--- src/rtl/rc4_pkg.sv ---
// Shared definitions for the RC4 keystream consumer.
//   state_e : engine control states
//   BYTE_W  : datapath byte width
package rc4_pkg;

  localparam int unsigned BYTE_W = 8;

  typedef enum logic [1:0] {
    StIdle,
    StWaitKey,
    StRun,
    StFlush
  } state_e;

endpackage

--- src/rtl/rc4_xor_engine_if.sv ---
// Handshake bundle of the XOR engine: keystream link to the RC4 core plus the
// input and output byte streams.
//   slave  : engine side (drives ks_req, in_ready, out_valid, out_data)
//   master : environment side (RC4 core, upstream source, downstream sink)
interface rc4_xor_engine_if;
  import rc4_pkg::*;

  logic              ks_req;
  logic              ks_valid;
  logic [BYTE_W-1:0] ks_byte;
  logic              in_valid;
  logic [BYTE_W-1:0] in_data;
  logic              in_ready;
  logic              out_valid;
  logic [BYTE_W-1:0] out_data;
  logic              out_ready;

  modport slave (
    output ks_req,
    input  ks_valid,
    input  ks_byte,
    input  in_valid,
    input  in_data,
    output in_ready,
    output out_valid,
    output out_data,
    input  out_ready
  );

  modport master (
    input  ks_req,
    output ks_valid,
    output ks_byte,
    output in_valid,
    output in_data,
    input  in_ready,
    input  out_valid,
    input  out_data,
    output out_ready
  );

endinterface

--- src/rtl/rc4_ks_fifo.sv ---
// Keystream FIFO, DEPTH x BYTE_W, synchronous reset.
//   clk, rst_n : clock, synchronous active-low reset (clears pointers/count)
//   i_push     : write i_data this cycle
//   i_pop      : drop the head entry this cycle
//   o_head     : oldest stored byte
//   o_count    : number of stored bytes (0..DEPTH)
// Push and pop may occur in the same cycle. Caller guarantees no overflow
// and no pop when empty.
module rc4_ks_fifo
  import rc4_pkg::*;
#(
  parameter int unsigned DEPTH = 4,
  localparam int unsigned PtrW = $clog2(DEPTH),
  localparam int unsigned CntW = PtrW + 1
) (
  input  logic              clk,
  input  logic              rst_n,
  input  logic              i_push,
  input  logic [BYTE_W-1:0] i_data,
  input  logic              i_pop,
  output logic [BYTE_W-1:0] o_head,
  output logic [CntW-1:0]   o_count
);

  logic [BYTE_W-1:0] r_mem [DEPTH];
  logic [PtrW-1:0]   r_wptr;
  logic [PtrW-1:0]   r_rptr;
  logic [CntW-1:0]   r_count;

  always_ff @(posedge clk) begin
    if (!rst_n) begin
      r_wptr  <= '0;
      r_rptr  <= '0;
      r_count <= '0;
    end else begin
      if (i_push) r_wptr <= r_wptr + PtrW'(1);
      if (i_pop)  r_rptr <= r_rptr + PtrW'(1);
      case ({i_push, i_pop})
        2'b10:   r_count <= r_count + CntW'(1);
        2'b01:   r_count <= r_count - CntW'(1);
        default: r_count <= r_count;
      endcase
    end
  end

  // Storage needs no reset: count gates every read.
  always_ff @(posedge clk) begin
    if (i_push) r_mem[r_wptr] <= i_data;
  end

  assign o_head  = r_mem[r_rptr];
  assign o_count = r_count;

endmodule

--- src/rtl/rc4_xor_engine.sv ---
// RC4 keystream consumer: after key setup, requests one keystream byte per
// message byte from the RC4 core, buffers them in a small FIFO and XORs them
// with the incoming byte stream (same operation encrypts and decrypts).
//   clk, rst_n  : clock, synchronous active-low reset
//   i_start     : begin a message (sampled only in idle)
//   i_msg_len   : message length in bytes, latched on accepted start
//   i_key_ready : RC4 core finished key setup
//   o_busy      : engine not idle
//   o_done      : one-cycle pulse at message end
//   o_byte_cnt  : bytes accepted on input in the current message
//   bus         : keystream request/return, input stream, output stream
module rc4_xor_engine
  import rc4_pkg::*;
#(
  parameter int unsigned KS_DEPTH = 4,
  parameter int unsigned LEN_W    = 16
) (
  input  logic             clk,
  input  logic             rst_n,
  input  logic             i_start,
  input  logic [LEN_W-1:0] i_msg_len,
  input  logic             i_key_ready,
  output logic             o_busy,
  output logic             o_done,
  output logic [LEN_W-1:0] o_byte_cnt,
  rc4_xor_engine_if.slave  bus
);

  localparam int unsigned CntW  = $clog2(KS_DEPTH) + 1;
  localparam int unsigned InflW = CntW + 1;

  state_e            r_state;
  state_e            w_state_next;
  logic [LEN_W-1:0]  r_len;
  logic [LEN_W-1:0]  r_byte_cnt;
  logic [LEN_W-1:0]  r_req_cnt;
  logic [CntW-1:0]   r_outstanding;
  logic [BYTE_W-1:0] r_out_data;
  logic              r_out_valid;
  logic              r_done;

  logic [CntW-1:0]   w_fifo_count;
  logic [BYTE_W-1:0] w_fifo_head;
  logic [InflW-1:0]  w_inflight;
  logic              w_credit_ok;
  logic              w_ks_accept;
  logic              w_ks_req;
  logic              w_in_ready;
  logic              w_in_fire;
  logic              w_out_fire;
  logic              w_last;
  logic              w_start_ok;
  logic              w_busy;

  // Stored plus requested-but-unanswered bytes must fit in the FIFO, so a
  // returning keystream byte always has a free slot.
  assign w_inflight  = {1'b0, w_fifo_count} + {1'b0, r_outstanding};
  assign w_credit_ok = w_inflight < InflW'(KS_DEPTH);

  // A return with nothing outstanding is spurious and is dropped.
  assign w_ks_accept = bus.ks_valid && (r_outstanding != '0);
  assign w_in_fire   = bus.in_valid && w_in_ready;
  assign w_out_fire  = r_out_valid && bus.out_ready;
  assign w_last      = w_in_fire && (r_byte_cnt == r_len - LEN_W'(1));
  assign w_start_ok  = (r_state == StIdle) && i_start;

  rc4_ks_fifo #(
    .DEPTH (KS_DEPTH)
  ) u_ks_fifo (
    .clk     (clk),
    .rst_n   (rst_n),
    .i_push  (w_ks_accept),
    .i_data  (bus.ks_byte),
    .i_pop   (w_in_fire),
    .o_head  (w_fifo_head),
    .o_count (w_fifo_count)
  );

  // State register.
  always_ff @(posedge clk) begin
    if (!rst_n) r_state <= StIdle;
    else        r_state <= w_state_next;
  end

  // Next-state logic.
  always_comb begin
    w_state_next = r_state;
    unique case (r_state)
      StIdle:    if (i_start && (i_msg_len != '0)) w_state_next = StWaitKey;
      StWaitKey: if (i_key_ready)                  w_state_next = StRun;
      StRun:     if (w_last)                       w_state_next = StFlush;
      StFlush:   if (w_out_fire)                   w_state_next = StIdle;
      default:                                     w_state_next = StIdle;
    endcase
  end

  // State-decoded outputs.
  always_comb begin
    w_busy     = (r_state != StIdle);
    w_ks_req   = 1'b0;
    w_in_ready = 1'b0;
    if (r_state == StRun) begin
      w_ks_req   = w_credit_ok && (r_req_cnt < r_len);
      w_in_ready = (w_fifo_count != '0) && (r_byte_cnt < r_len) &&
                   (!r_out_valid || bus.out_ready);
    end
  end

  // Datapath and counters.
  always_ff @(posedge clk) begin
    if (!rst_n) begin
      r_len         <= '0;
      r_byte_cnt    <= '0;
      r_req_cnt     <= '0;
      r_outstanding <= '0;
      r_out_data    <= '0;
      r_out_valid   <= 1'b0;
      r_done        <= 1'b0;
    end else begin
      r_done <= 1'b0;

      if (w_start_ok) begin
        if (i_msg_len == '0) begin
          r_done <= 1'b1;
        end else begin
          r_len      <= i_msg_len;
          r_byte_cnt <= '0;
          r_req_cnt  <= '0;
        end
      end

      if (w_ks_req) r_req_cnt <= r_req_cnt + LEN_W'(1);

      if (w_ks_req && !w_ks_accept) begin
        r_outstanding <= r_outstanding + CntW'(1);
      end else if (!w_ks_req && w_ks_accept) begin
        r_outstanding <= r_outstanding - CntW'(1);
      end

      if (w_in_fire) begin
        r_out_data  <= bus.in_data ^ w_fifo_head;
        r_out_valid <= 1'b1;
        r_byte_cnt  <= r_byte_cnt + LEN_W'(1);
      end else if (w_out_fire) begin
        r_out_valid <= 1'b0;
      end

      if ((r_state == StFlush) && w_out_fire) r_done <= 1'b1;
    end
  end

  assign bus.ks_req    = w_ks_req;
  assign bus.in_ready  = w_in_ready;
  assign bus.out_valid = r_out_valid;
  assign bus.out_data  = r_out_data;
  assign o_busy        = w_busy;
  assign o_done        = r_done;
  assign o_byte_cnt    = r_byte_cnt;

endmodule

--- src/flat_wrapper.sv ---
// flat-port wrapper written by rule: the top's interface ports become plain ports
module rc4_xor_engine_flat import rc4_pkg::*;
#(
  parameter int unsigned KS_DEPTH = 4,
  parameter int unsigned LEN_W    = 16
)
  (clk, rst_n, i_start, i_msg_len, i_key_ready, o_busy, o_done, o_byte_cnt, bus_ks_req, bus_ks_valid, bus_ks_byte, bus_in_valid, bus_in_data, bus_in_ready, bus_out_valid, bus_out_data, bus_out_ready);
  rc4_xor_engine_if bus_i ();
  input  logic clk;
  input  logic rst_n;
  input  logic i_start;
  input  logic [LEN_W-1:0] i_msg_len;
  input  logic i_key_ready;
  output logic o_busy;
  output logic o_done;
  output logic [LEN_W-1:0] o_byte_cnt;
  output wire logic [$bits(bus_i.ks_req)-1:0] bus_ks_req;
  input wire logic [$bits(bus_i.ks_valid)-1:0] bus_ks_valid;
  input wire logic [$bits(bus_i.ks_byte)-1:0] bus_ks_byte;
  input wire logic [$bits(bus_i.in_valid)-1:0] bus_in_valid;
  input wire logic [$bits(bus_i.in_data)-1:0] bus_in_data;
  output wire logic [$bits(bus_i.in_ready)-1:0] bus_in_ready;
  output wire logic [$bits(bus_i.out_valid)-1:0] bus_out_valid;
  output wire logic [$bits(bus_i.out_data)-1:0] bus_out_data;
  input wire logic [$bits(bus_i.out_ready)-1:0] bus_out_ready;
  assign bus_ks_req = bus_i.ks_req;
  assign bus_i.ks_valid = bus_ks_valid;
  assign bus_i.ks_byte = bus_ks_byte;
  assign bus_i.in_valid = bus_in_valid;
  assign bus_i.in_data = bus_in_data;
  assign bus_in_ready = bus_i.in_ready;
  assign bus_out_valid = bus_i.out_valid;
  assign bus_out_data = bus_i.out_data;
  assign bus_i.out_ready = bus_out_ready;
  rc4_xor_engine #(.KS_DEPTH(KS_DEPTH), .LEN_W(LEN_W)) u_core (.clk(clk), .rst_n(rst_n), .i_start(i_start), .i_msg_len(i_msg_len), .i_key_ready(i_key_ready), .o_busy(o_busy), .o_done(o_done), .o_byte_cnt(o_byte_cnt), .bus(bus_i));
endmodule
--- config.mk ---
export PLATFORM = sky130hd
export DESIGN_NAME = rc4_xor_engine_flat
export DESIGN_NICKNAME = d
export VERILOG_FILES = /design/src/rtl/rc4_pkg.sv /design/src/rtl/rc4_xor_engine_if.sv /design/src/rtl/rc4_ks_fifo.sv /design/src/rtl/rc4_xor_engine.sv /design/src/flat_wrapper.sv
export SDC_FILE = /design/constraint.sdc
export NUM_CORES = 1
export LEC_CHECK = 0
export BUFFER_PORTS_ARGS = -buffer_cell sky130_fd_sc_hd__buf_4
export CORE_UTILIZATION = 53
export CTS_CLUSTER_SIZE = 20
export DETAILED_ROUTE_END_ITERATION = 6
export HOLD_SLACK_MARGIN = 0.12
export PLACE_DENSITY = 0.76
export REMOVE_ABC_BUFFERS = 1
export SYNTH_ARGS = -nofsm -noshare
export SYNTH_HDL_FRONTEND = slang
export SYNTH_HIERARCHICAL = 1
export SYNTH_SLANG_ARGS = --single-unit
export TNS_END_PERCENT = 100
--- constraint.sdc ---
create_clock -name clk -period 3.1 [get_ports clk]
set_input_delay 0.31 -clock clk [delete_from_list [all_inputs] [get_ports clk]]
set_output_delay 0.31 -clock clk [all_outputs]
set_load 0.02 [all_outputs]
==> out/metrics.csv, run 1 <==
stage,metric,value,unit
outcome,outcome,"finished, final reports clean",
job,Max Cap Viol,0,
pwr,total power,0.00408,W
final_layout,share of cells above drive strength 1,0.206,
pwr,Int Power,0.00252,W
clock_network,clk buf depth,2,
setup_path,crit path DAT,3.32,ns
setup_path,flop2flop setup slack,0.11,ns
final_layout,"leading cell type in the layout, fill and taps excluded",buf_4,
grt,vias in the first global route,4932,
setup_path,Worst Path Required,3.43,ns
detailed_routing,Wirelength per Cell,17.3,um
placed_design,I/O Buffers,67,
timing,Worst slew margin,0.455,
final_layout,post-route core utilization,0.670,
synthesis,part of the Yosys area used for sequential elements,0.414,
timing,Layout Skew,0.0127,ns
die,io pins,68,
final_layout,final net count,808,
die,FP Rows,37,
synthesis,Synth Cell Area,5800,sq um
timing,final period utilization,0.964,
detailed_routing,DRC viols,0,
pwr,Comb power frac,0.381,
pwr,LEAKAGE,2.84,nW
final_layout,Post-Layout Cell Count,861,
clock_network,CTS tree,done,
setup_path,worst r2r src,u_core/r_len[13],
die,core area,10500,sq um
die,die width,107,um
setup_path,CP Class,register to register,
clock_network,total CTS buffers,9,
clock_network,CTS root buf,clkbuf_8,
grt,GRT Total Usage,0.274,
die,die area,11400,sq um
timing,Final setup violation count,0,
timing,max-slew violations,0,
grt,largest net degree at the start of global routing,48,
synthesis,Synthesis Warnings,6,
setup_path,Reg2Reg Capture Point,u_core/r_outstanding[2],
worst_hold_path,WHS Path Cells,3,
timing,f_max,0.335,GHz
synthesis,Mapped Cells,618,
clock_network,Sink Count,104,
setup_path,Startpoint Class,register,
grt,grt total ovfl,0,
synthesis,share of the synthesized area in the top cell type,0.249,
pwr,sequential power share,0.400,
pwr,Clk pwr share,0.219,
setup_path,Crit. End Element,register,
placed_design,placed cell count,835,
setup_path,worst reg-to-reg path cell count,13,
clock_network,CTS H-tree lvls,3,
worst_hold_path,hold path start,i_msg_len[15],
placed_design,Post-DP Area,6670,sq um
clock_network,Clock Latency Late Sink,0.40,ns
detailed_routing,drt initial violations,376,
timing,hold slack,0.157,ns
final_layout,"commonest non-fill, non-tap cells in the layout","buf_4 (106), dfxtp_1 (71), nand2_1 (60)",
detailed_routing,Pre-antenna DRT Iters,5,
pwr,Sw Share,0.381,
die,die height,107,um
timing,final hold violation count,0,
synthesis,ys flop type,dfxtp_1,
die,Starting Density,0.554,
synthesis,Synth async-reset ratio,0,
final_layout,ant diodes,0,
worst_hold_path,hold-critical path endpoint,u_core/r_len[15],
final_layout,Synth-to-Final Area Change,20.9,%
synthesis,register bit total from synthesis,104,
pwr,Switching Power,0.00156,W
grt,first-pass GRT wire length,23800,um
detailed_routing,DR vias,5079,
synthesis,main area contributors after synthesis,"dfxtp_1 (25%), edfxtp_1 (17%), ha_1 (10%)",
pwr,Max VDD drop,0.489,mV
synthesis,syn_area_per_cell,9.38,sq um
clock_network,Clock Pin Slew Worst Setup and Hold Paths,0.12,ns
timing,Slew @ Worst Pin,0.815,ns
grt,initial antenna violation count,0,
synthesis,largest area contributor in the synthesized netlist,dfxtp_1,
placed_design,gpl congestion,0.878,
worst_hold_path,HP Class,input port to register,
setup_path,Crit Path Max Fanout,3,
placed_design,DPL Wire Length,11100,um
timing,Tmin final,2.99,ns
detailed_routing,final WL,14900,um
detailed_routing,via/cell ratio,5.90,
pwr,Pwr Density,582,nW/um^2
synthesis,Cell variety after synth,54,
final_layout,design area,7010,sq um
detailed_routing,Post-DRT Antenna Nets,0,
synthesis,"EDFF count, synth",32,
## cell usage after synthesis, drive strengths merged, types with 2 or more instances
library cell and number:
xnor2 25, xor2 13, nand4b 2, mux4 8, a21oi 46, nand2 61
a221oi 3, nor4 10, edfxtp 32, o221a 2, mux2i 5, dfxtp 72
fa 2, nor3 8, a31oi 8, o21ai 43, or3 8, ha 47
nand3b 13, nor2 47, nand3 26, and2 12, inv 28, and4 3
nand2b 6, clkbuf 22, a21o 8, nor2b 8, nand4 4, nor4b 3
o2111ai 2, a211oi 12, and3 15, buf 2
## final cells by class
cell class                      instances  area, sq um
Clock buffer                            9          124
Clock inverter                          7         86.3
Fill cell                             811         3460
Inverter                               28          105
Multi-Input combinational cell        462         3220
Sequential cell                       104         2400
Tap cell                              136          170
Timing Repair Buffer                  115          896
## timing repair
item                       4_1_cts  5_1_grt
gates resized for setup          1        9
hold buffers                     8        0
hold endpoints to repair        32        0
pin swaps                        1        2
setup endpoints to repair        1       17
setup buffers                    0        2
## layer usage
| metal | track usage | share of wire | vias up |
|---|---|---|---|
| met2 | 0.471 | 0.50 | 203 |
| met3 | 0.0657 | 0.062 | 50 |
| li1 | - | - | 2434 |
| met1 | 0.316 | 0.40 | 2392 |
| met5 | 0 | 0 | - |
| met4 | 0.138 | 0.039 | 0 |
## worst max path at each step
stage                     startpoint                 endpoint  slack, ns
detailed placement   u_core/r_len[5]  u_core/r_outstanding[2]     -0.004
finish              u_core/r_len[13]  u_core/r_outstanding[2]       0.11
global placement     u_core/r_len[5]  u_core/r_outstanding[2]       0.17
global route        u_core/r_len[15]  u_core/r_outstanding[2]      -0.01
floorplan            u_core/r_len[5]  u_core/r_outstanding[2]      -0.52
CTS                 u_core/r_len[13]  u_core/r_outstanding[2]       0.03
## cells by family after synthesis
kind of cell	count (synthesis)	share of synthesized area
AOI/OAI and AO/OA	133	0.137
xor gates and xnor gates	38	0.0574
adders and majority gates	49	0.108
buffers and inverters	52	0.0352
DFF	104	0.414
muxes	13	0.0397
and+or+nand+nor	229	0.208
## through the flow
step,setup TNS (ns),worst slack [ns]
2_1_floorplan,-1.25,-0.520
3_3_place_gp,0,0.169
3_5_place_dp,-0.00397,-0.00397
4_1_cts,0,0.0259
5_1_grt,-0.0127,-0.0127
6_report,0,0.111
## power by group through the flow
stage | Combinational (W) | Clock, W | Sequential [W]
after floorplan | 0.000973 | 0 | 0.00167
after global placement | 0.00142 | 0 | 0.00165
after detailed placement | 0.00147 | 0 | 0.00166
after CTS | 0.00149 | 0.000915 | 0.00163
after global routing | 0.00169 | 0.000969 | 0.00165
final | 0.00156 | 0.000893 | 0.00163
## worst max-delay path, cell delays in order, from the launching register on
cell      delay [ns]
dfxtp_1         0.35
inv_1           0.09
ha_1            0.32
a21o_1          0.16
a21o_1          0.18
a221oi_2        0.21
o21ai_1         0.14
a31oi_2         0.20
ha_2            0.22
inv_1           0.05
fa_1            0.38
xor2_1          0.17
or3_1           0.30
a21oi_1         0.15
## flip-flops by register name, summed over array words and instances, names as in the netlist, 3 cells and up, named ones only
signal / cells
u_core/u_ks_fifo/o_count: 3
u_core/bus.out_data: 8
u_core/r_len: 16
u_core/r_outstanding: 3
u_core/u_ks_fifo/r_mem: 32
u_core/r_req_cnt: 16
u_core/o_byte_cnt: 16
Note: power is estimated with default switching activity, not from simulation.
==> inputs of run 2 (changes only) <==
--- a/config.mk
+++ b/config.mk
@@ -5,6 +5,7 @@
 export SDC_FILE = /design/constraint.sdc
 export NUM_CORES = 1
 export LEC_CHECK = 0
+export ABC_AREA = 1
 export BUFFER_PORTS_ARGS = -buffer_cell sky130_fd_sc_hd__buf_4
 export CORE_UTILIZATION = 53
 export CTS_CLUSTER_SIZE = 20
==> run 2 against run 1 <==
Compared with the run above:
- via count grew 6.7%
- clock-buffer cell count is the same
- combinational power grew 9%
- synthesized cell count is 23% higher
- non-clock buffer count shrank 39
- maximum frequency grew 12%
- hold slack lost 0.016 ns
- clock power is 32% higher
- cell area is 0.73% lower
==> out/metrics.csv, run 2 <==
stage,metric,value,unit
setup_path,Startpoint Class,register,
die,die height,108,um
job,Max Cap Viol,0,
clock_network,CTS root buf,clkbuf_16,
detailed_routing,via/cell ratio,5.56,
synthesis,register bit total from synthesis,104,
detailed_routing,final WL,14600,um
detailed_routing,Pre-antenna DRT Iters,6,
final_layout,register name with the most flops,u_core/u_ks_fifo/r_mem,
timing,Worst slew margin,0.611,
setup_path,flop2flop setup slack,0.43,ns
setup_path,CP Class,register to register,
pwr,Int Power,0.00278,W
timing,Final setup violation count,0,
pwr,Clk pwr share,0.256,
synthesis,Mapped Cells,762,
clock_network,CTS H-tree lvls,3,
final_layout,design area,6950,sq um
placed_design,DPL Wire Length,10700,um
synthesis,Synthesis Warnings,6,
grt,GRT Total Usage,0.260,
setup_path,Crit Path Max Fanout,4,
die,core area,10900,sq um
setup_path,worst r2r src,u_core/r_len[11],
final_layout,number of flip-flops in the largest register,32,
placed_design,I/O Buffers,67,
setup_path,crit path DAT,2.94,ns
clock_network,total CTS buffers,9,
synthesis,ys flop type,dfxtp_1,
die,FP Rows,38,
timing,final period utilization,0.862,
timing,final hold violation count,0,
detailed_routing,drt initial violations,393,
synthesis,share of the synthesized area in the top cell type,0.240,
pwr,Switching Power,0.00185,W
pwr,Pwr Density,666,nW/um^2
placed_design,Post-DP Area,6640,sq um
setup_path,Reg2Reg Capture Point,u_core/u_ks_fifo/o_count[1],
synthesis,syn_area_per_cell,7.87,sq um
clock_network,Clock Latency Late Sink,0.36,ns
detailed_routing,Wirelength per Cell,15.0,um
clock_network,Sink Count,104,
grt,vias in the first global route,4990,
clock_network,number of setup buffers added after CTS,0,
timing,Slew @ Worst Pin,0.582,ns
detailed_routing,DRC viols,0,
setup_path,Crit. End Element,register,
timing,max-slew violations,0,
timing,RSZ-0062 raised after global routing,no,
final_layout,register area,2400,sq um
synthesis,Cell variety after synth,43,
grt,first-pass GRT wire length,23600,um
worst_hold_path,hold-critical path endpoint,u_core/u_ks_fifo/r_mem[2][7],
final_layout,"commonest non-fill, non-tap cells in the layout","nand2_1 (130), a21oi_1 (81), buf_4 (76)",
synthesis,part of the Yosys area used for sequential elements,0.401,
final_layout,ant diodes,0,
worst_hold_path,hold path start,bus_ks_byte[7],
synthesis,main area contributors after synthesis,"dfxtp_1 (24%), edfxtp_1 (16%), ha_1 (9.8%)",
pwr,LEAKAGE,2.98,nW
final_layout,Synth-to-Final Area Change,16.0,%
synthesis,largest area contributor in the synthesized netlist,dfxtp_1,
synthesis,Synth async-reset ratio,0,
timing,f_max,0.374,GHz
setup_path,worst reg-to-reg path cell count,13,
setup_path,Worst Path Required,3.36,ns
worst_hold_path,HP Class,input port to register,
pwr,total power,0.00463,W
clock_network,PostCTS Resize Cnt,0,
final_layout,share of cells above drive strength 1,0.146,
pwr,Sw Share,0.399,
final_layout,area of the multi-input gates,3190,sq um
final_layout,post-route core utilization,0.636,
synthesis,"top cells by count, synth","nand2_1 (130), a21oi_1 (81), inv_1 (75), nor2_1 (73), dfxtp_1 (72)",
clock_network,CTS tree,done,
clock_network,Clock Pin Slew Worst Setup and Hold Paths,0.08,ns
clock_network,clk buf depth,2,
die,io pins,68,
final_layout,"leading cell type in the layout, fill and taps excluded",nand2_1,
die,Starting Density,0.548,
synthesis,"EDFF count, synth",32,
final_layout,Fillers,935,
worst_hold_path,WHS Path Cells,1,
synthesis,leading cell type by number of instances after synthesis,nand2_1,
grt,initial antenna violation count,0,
detailed_routing,Post-DRT Antenna Nets,0,
final_layout,final net count,918,
timing,Tmin final,2.67,ns
synthesis,Synth Cell Area,6000,sq um
detailed_routing,DR vias,5421,
grt,largest net degree at the start of global routing,50,
die,die area,11700,sq um
clock_network,"Hold-fix buffers, CTS",0,
die,die width,108,um
placed_design,gpl congestion,0.908,
pwr,Max VDD drop,0.577,mV
timing,setup tns final,0,ns
pwr,sequential power share,0.377,
pwr,Comb power frac,0.368,
timing,Layout Skew,0.00667,ns
outcome,outcome,"finished, final reports clean",
grt,grt total ovfl,0,
[run 2: worst max-delay path by stage]
stage               cells past startpoint  slack (ns)                     endpoint                  from
floorplan                              12        0.17  u_core/u_ks_fifo/o_count[1]  u_core/o_byte_cnt[9]
global placement                       13        0.58  u_core/u_ks_fifo/o_count[1]      u_core/r_len[11]
detailed placement                     16        0.47      u_core/r_outstanding[2]      u_core/r_len[14]
CTS                                    14        0.47      u_core/r_outstanding[2]      u_core/r_len[11]
global route                           14        0.16      u_core/r_outstanding[2]      u_core/r_len[11]
finish                                 13        0.43  u_core/u_ks_fifo/o_count[1]      u_core/r_len[11]
[run 2: layout make-up]
cell class                 instances  area share
timing repair buffer              76      0.0820
inverter                          82      0.0443
clock inverter                     7      0.0124
multi-input combinational        557       0.458
clock buffer                       9      0.0324
tap                              140      0.0252
sequential                       104       0.345
[run 2: per-layer routing]
layer,GRT usage,part of all wire
met5,0,0
met3,0.0573,0.059
met1,0.315,0.42
met4,0.104,0.024
met2,0.447,0.49
[run 2: logic make-up (layout without fill, tap and decap cells)]
kind of cell	count (synthesis)	after routing	synth area share
buffers and inverters	101	174	0.0678
AOI/OAI and AO/OA	171	171	0.150
and+or+nand+nor	306	306	0.231
xor gates and xnor gates	31	31	0.0453
DFF	104	104	0.401
adders and majority gates	49	49	0.105
[run 2: worst max-delay path, stage by stage (launching register included)]
cell	delay, ns
dfxtp_1	0.44
inv_1	0.15
ha_1	0.31
nand2_1	0.09
nor2_1	0.05
a211oi_1	0.24
nand2_1	0.12
nand2_1	0.10
nand3_2	0.07
inv_1	0.09
ha_1	0.22
fa_1	0.43
o21ai_0	0.19
nor2_1	0.05
[run 2: per-stage QoR]
stage | std cells | hold WS (ns) | setup WS [ns]
floorplan | 743 | 0.409 | 0.171
global route | 975 | 0.131 | 0.165
detailed placement | 959 | 0.432 | 0.475
global placement | 959 | 0.426 | 0.582
CTS | 975 | 0.128 | 0.471
finish | 975 | 0.140 | 0.426
[run 2: power groups by stage]
stage / combinational, W / clock (W) / sequential [W]
final: 0.00170 / 0.00118 / 0.00174
after global routing: 0.00193 / 0.00126 / 0.00177
after CTS: 0.00169 / 0.00121 / 0.00174
after global placement: 0.00159 / 0 / 0.00176
after detailed placement: 0.00167 / 0 / 0.00177
after floorplan: 0.00118 / 0 / 0.00175
==> inputs of run 3 (changes only) <==
--- a/config.mk
+++ b/config.mk
@@ -11,7 +11,7 @@
 export CTS_CLUSTER_SIZE = 20
 export DETAILED_ROUTE_END_ITERATION = 6
 export HOLD_SLACK_MARGIN = 0.12
-export PLACE_DENSITY = 0.76
+export PLACE_DENSITY = 0.87
 export REMOVE_ABC_BUFFERS = 1
 export SYNTH_ARGS = -nofsm -noshare
 export SYNTH_HDL_FRONTEND = slang
==> run 3 against run 2 <==
Compared with the run above:
- hold slack better by 0.0039 ns
- sequential power hardly changed
- first-iteration DRC count is 20% higher
- maximum frequency is 3.0% lower
- clock-buffer cell count is 1 higher
- cell area hardly changed
- combinational power hardly changed
- flip-flop and latch count stayed put
- setup slack worse by 0.082 ns
- routed wire length is 1.3% lower
- register-to-register slack worse by 0.08 ns
- critical path depth is 4 higher
==> out/metrics.csv, run 3 (synthesis gave the netlist of run 2 again) <==
stage,metric,value,unit
final_layout,area of the multi-input gates,3190,sq um
setup_path,Worst Path Required,3.40,ns
clock_network,number of setup buffers added after CTS,0,
setup_path,worst r2r src,u_core/r_len[7],
pwr,Pwr Density,659,nW/um^2
die,FP Rows,38,
pwr,Sw Share,0.384,
detailed_routing,Post-DRT Antenna Nets,0,
setup_path,crit path max-delay cell type,fa_1,
clock_network,total CTS buffers,9,
clock_network,CTS tree,done,
detailed_routing,DR vias,5470,
pwr,Switching Power,0.00176,W
setup_path,CP Launch Point,u_core/r_len[7],
pwr,Comb power frac,0.365,
timing,Worst slew margin,0.606,
clock_network,"Hold-fix buffers, CTS",0,
detailed_routing,drt initial violations,472,
placed_design,pre-CTS setup slack,0.437,ns
placed_design,I/O Buffers,67,
worst_hold_path,HP Class,input port to register,
clock_network,Clock Pin Slew Worst Setup and Hold Paths,0.07,ns
timing,Tmin final,2.76,ns
detailed_routing,via/cell ratio,5.60,
placed_design,gpl congestion,0.922,
die,die area,11700,sq um
job,Max Cap Viol,0,
die,core area,10900,sq um
grt,grt total ovfl,0,
die,Starting Density,0.548,
final_layout,register area,2400,sq um
grt,vias in the first global route,4948,
timing,Final setup violation count,0,
detailed_routing,Wirelength per Cell,14.8,um
die,io pins,68,
final_layout,final net count,920,
clock_network,CTS root buf,clkbuf_16,
setup_path,CP Class,register to register,
final_layout,share of cells above drive strength 1,0.146,
pwr,Int Power,0.00282,W
timing,final period utilization,0.889,
worst_hold_path,hold path start,bus_ks_byte[3],
setup_path,CP Cell Sequence,inv_1 > ha_1 > nand2_1 > o21a_1 > nand2_1 > nand2_1 > nand2_1 > nand2_1 > nand3_2 > inv_1 > ha_1 > fa_1 > nand2_1 > nand2_1 > nor2_1 > nor2_1 > nor2_1,
clock_network,clk buf depth,2,
setup_path,Reg2Reg Capture Point,u_core/u_ks_fifo/o_count[2],
grt,initial antenna violation count,0,
setup_path,flop2flop setup slack,0.34,ns
timing,RSZ-0062 raised after global routing,no,
setup_path,crit path DAT,3.06,ns
clock_network,Sink Count,104,
timing,final hold violation count,0,
pwr,LEAKAGE,2.98,nW
setup_path,Startpoint Class,register,
timing,setup tns final,0,ns
final_layout,Synth-to-Final Area Change,16.0,%
pwr,Clk pwr share,0.254,
clock_network,PostCTS Resize Cnt,0,
final_layout,"commonest non-fill, non-tap cells in the layout","nand2_1 (130), a21oi_1 (81), buf_4 (78)",
pwr,Max VDD drop,0.376,mV
setup_path,Crit path top cell by count,nand2_1,
grt,first-pass GRT wire length,23200,um
timing,Layout Skew,0.00537,ns
timing,f_max,0.363,GHz
clock_network,CTS H-tree lvls,3,
die,die height,108,um
detailed_routing,Pre-antenna DRT Iters,5,
grt,GRT Total Usage,0.255,
setup_path,worst reg-to-reg path cell count,17,
detailed_routing,final WL,14400,um
final_layout,register name with the most flops,u_core/u_ks_fifo/r_mem,
detailed_routing,DRC viols,0,
setup_path,CP max stage delay,0.45,ns
worst_hold_path,WHS Path Cells,1,
setup_path,crit path to,u_core/u_ks_fifo/o_count[2],
final_layout,Fillers,927,
timing,hold slack,0.144,ns
timing,Slew @ Worst Pin,0.591,ns
final_layout,ant diodes,0,
outcome,outcome,"finished, final reports clean",
die,die width,108,um
setup_path,Crit Path Max Fanout,7,
final_layout,number of flip-flops in the largest register,32,
final_layout,"leading cell type in the layout, fill and taps excluded",nand2_1,
clock_network,Clock Latency Late Sink,0.36,ns
placed_design,DPL Wire Length,10200,um
final_layout,post-route core utilization,0.636,
setup_path,Crit. End Element,register,
pwr,sequential power share,0.381,
grt,largest net degree at the start of global routing,50,
timing,max-slew violations,0,
timing,final setup margin,0.345,ns
run 3: cell types whose count changed in the layout (fill, tap and decap cells not counted), sizes merged:
cell / delta
buf: +2
clkbuf: +1
clkinvlp: +1
inv: -3
bufinv: +1
run 3: layout make-up:
type	count	area share
repair buffers	78	0.0842
clock buffers	10	0.0329
well taps	140	0.0252
flip-flops and latches	104	0.346
clock inverters	6	0.00954
multi-input cells	557	0.458
inverters	82	0.0443
run 3: layer usage:
| metal | share of wire | vias up | global-route usage |
|---|---|---|---|
| li1 | - | 2721 | - |
| met5 | 0 | - | 0 |
| met2 | 0.46 | 223 | 0.410 |
| met4 | 0.018 | 0 | 0.0917 |
| met1 | 0.45 | 2503 | 0.347 |
| met3 | 0.076 | 23 | 0.0416 |
run 3: critical path: cells and delay by family, from the launching register on:
kind	cells	cell delay, ns
compound gates	1	0.19
fa+ha+maj	3	1.00
buf+inv	2	0.21
flops	1	0.40
simple gates	11	0.90
run 3: how the worst min path moves through the flow:
stage | endpoint | slack [ns]
2_1_floorplan | u_core/u_ks_fifo/r_mem[0][0] | 0.41
5_1_grt | u_core/u_ks_fifo/r_mem[0][2] | 0.15
4_1_cts | u_core/u_ks_fifo/r_mem[0][3] | 0.14
6_report | u_core/u_ks_fifo/r_mem[2][3] | 0.14
3_5_place_dp | u_core/u_ks_fifo/r_rptr[1] | 0.44
3_3_place_gp | u_core/u_ks_fifo/r_rptr[1] | 0.42
run 3: power groups by stage:
stage,registers [W],logic (W),clock network [W]
2_1_floorplan,0.00175,0.00118,0
3_3_place_gp,0.00176,0.00157,0
3_5_place_dp,0.00177,0.00163,0
4_1_cts,0.00174,0.00165,0.00117
5_1_grt,0.00177,0.00190,0.00123
6_report,0.00175,0.00167,0.00116
run 3: per-stage QoR:
stage	area, sq um	total power, W	std cells
6_report	6950	0.00458	977
5_1_grt	6950	0.00490	977
4_1_cts	6950	0.00456	977
3_5_place_dp	6660	0.00340	961
3_3_place_gp	6660	0.00333	961
2_1_floorplan	5900	0.00293	743
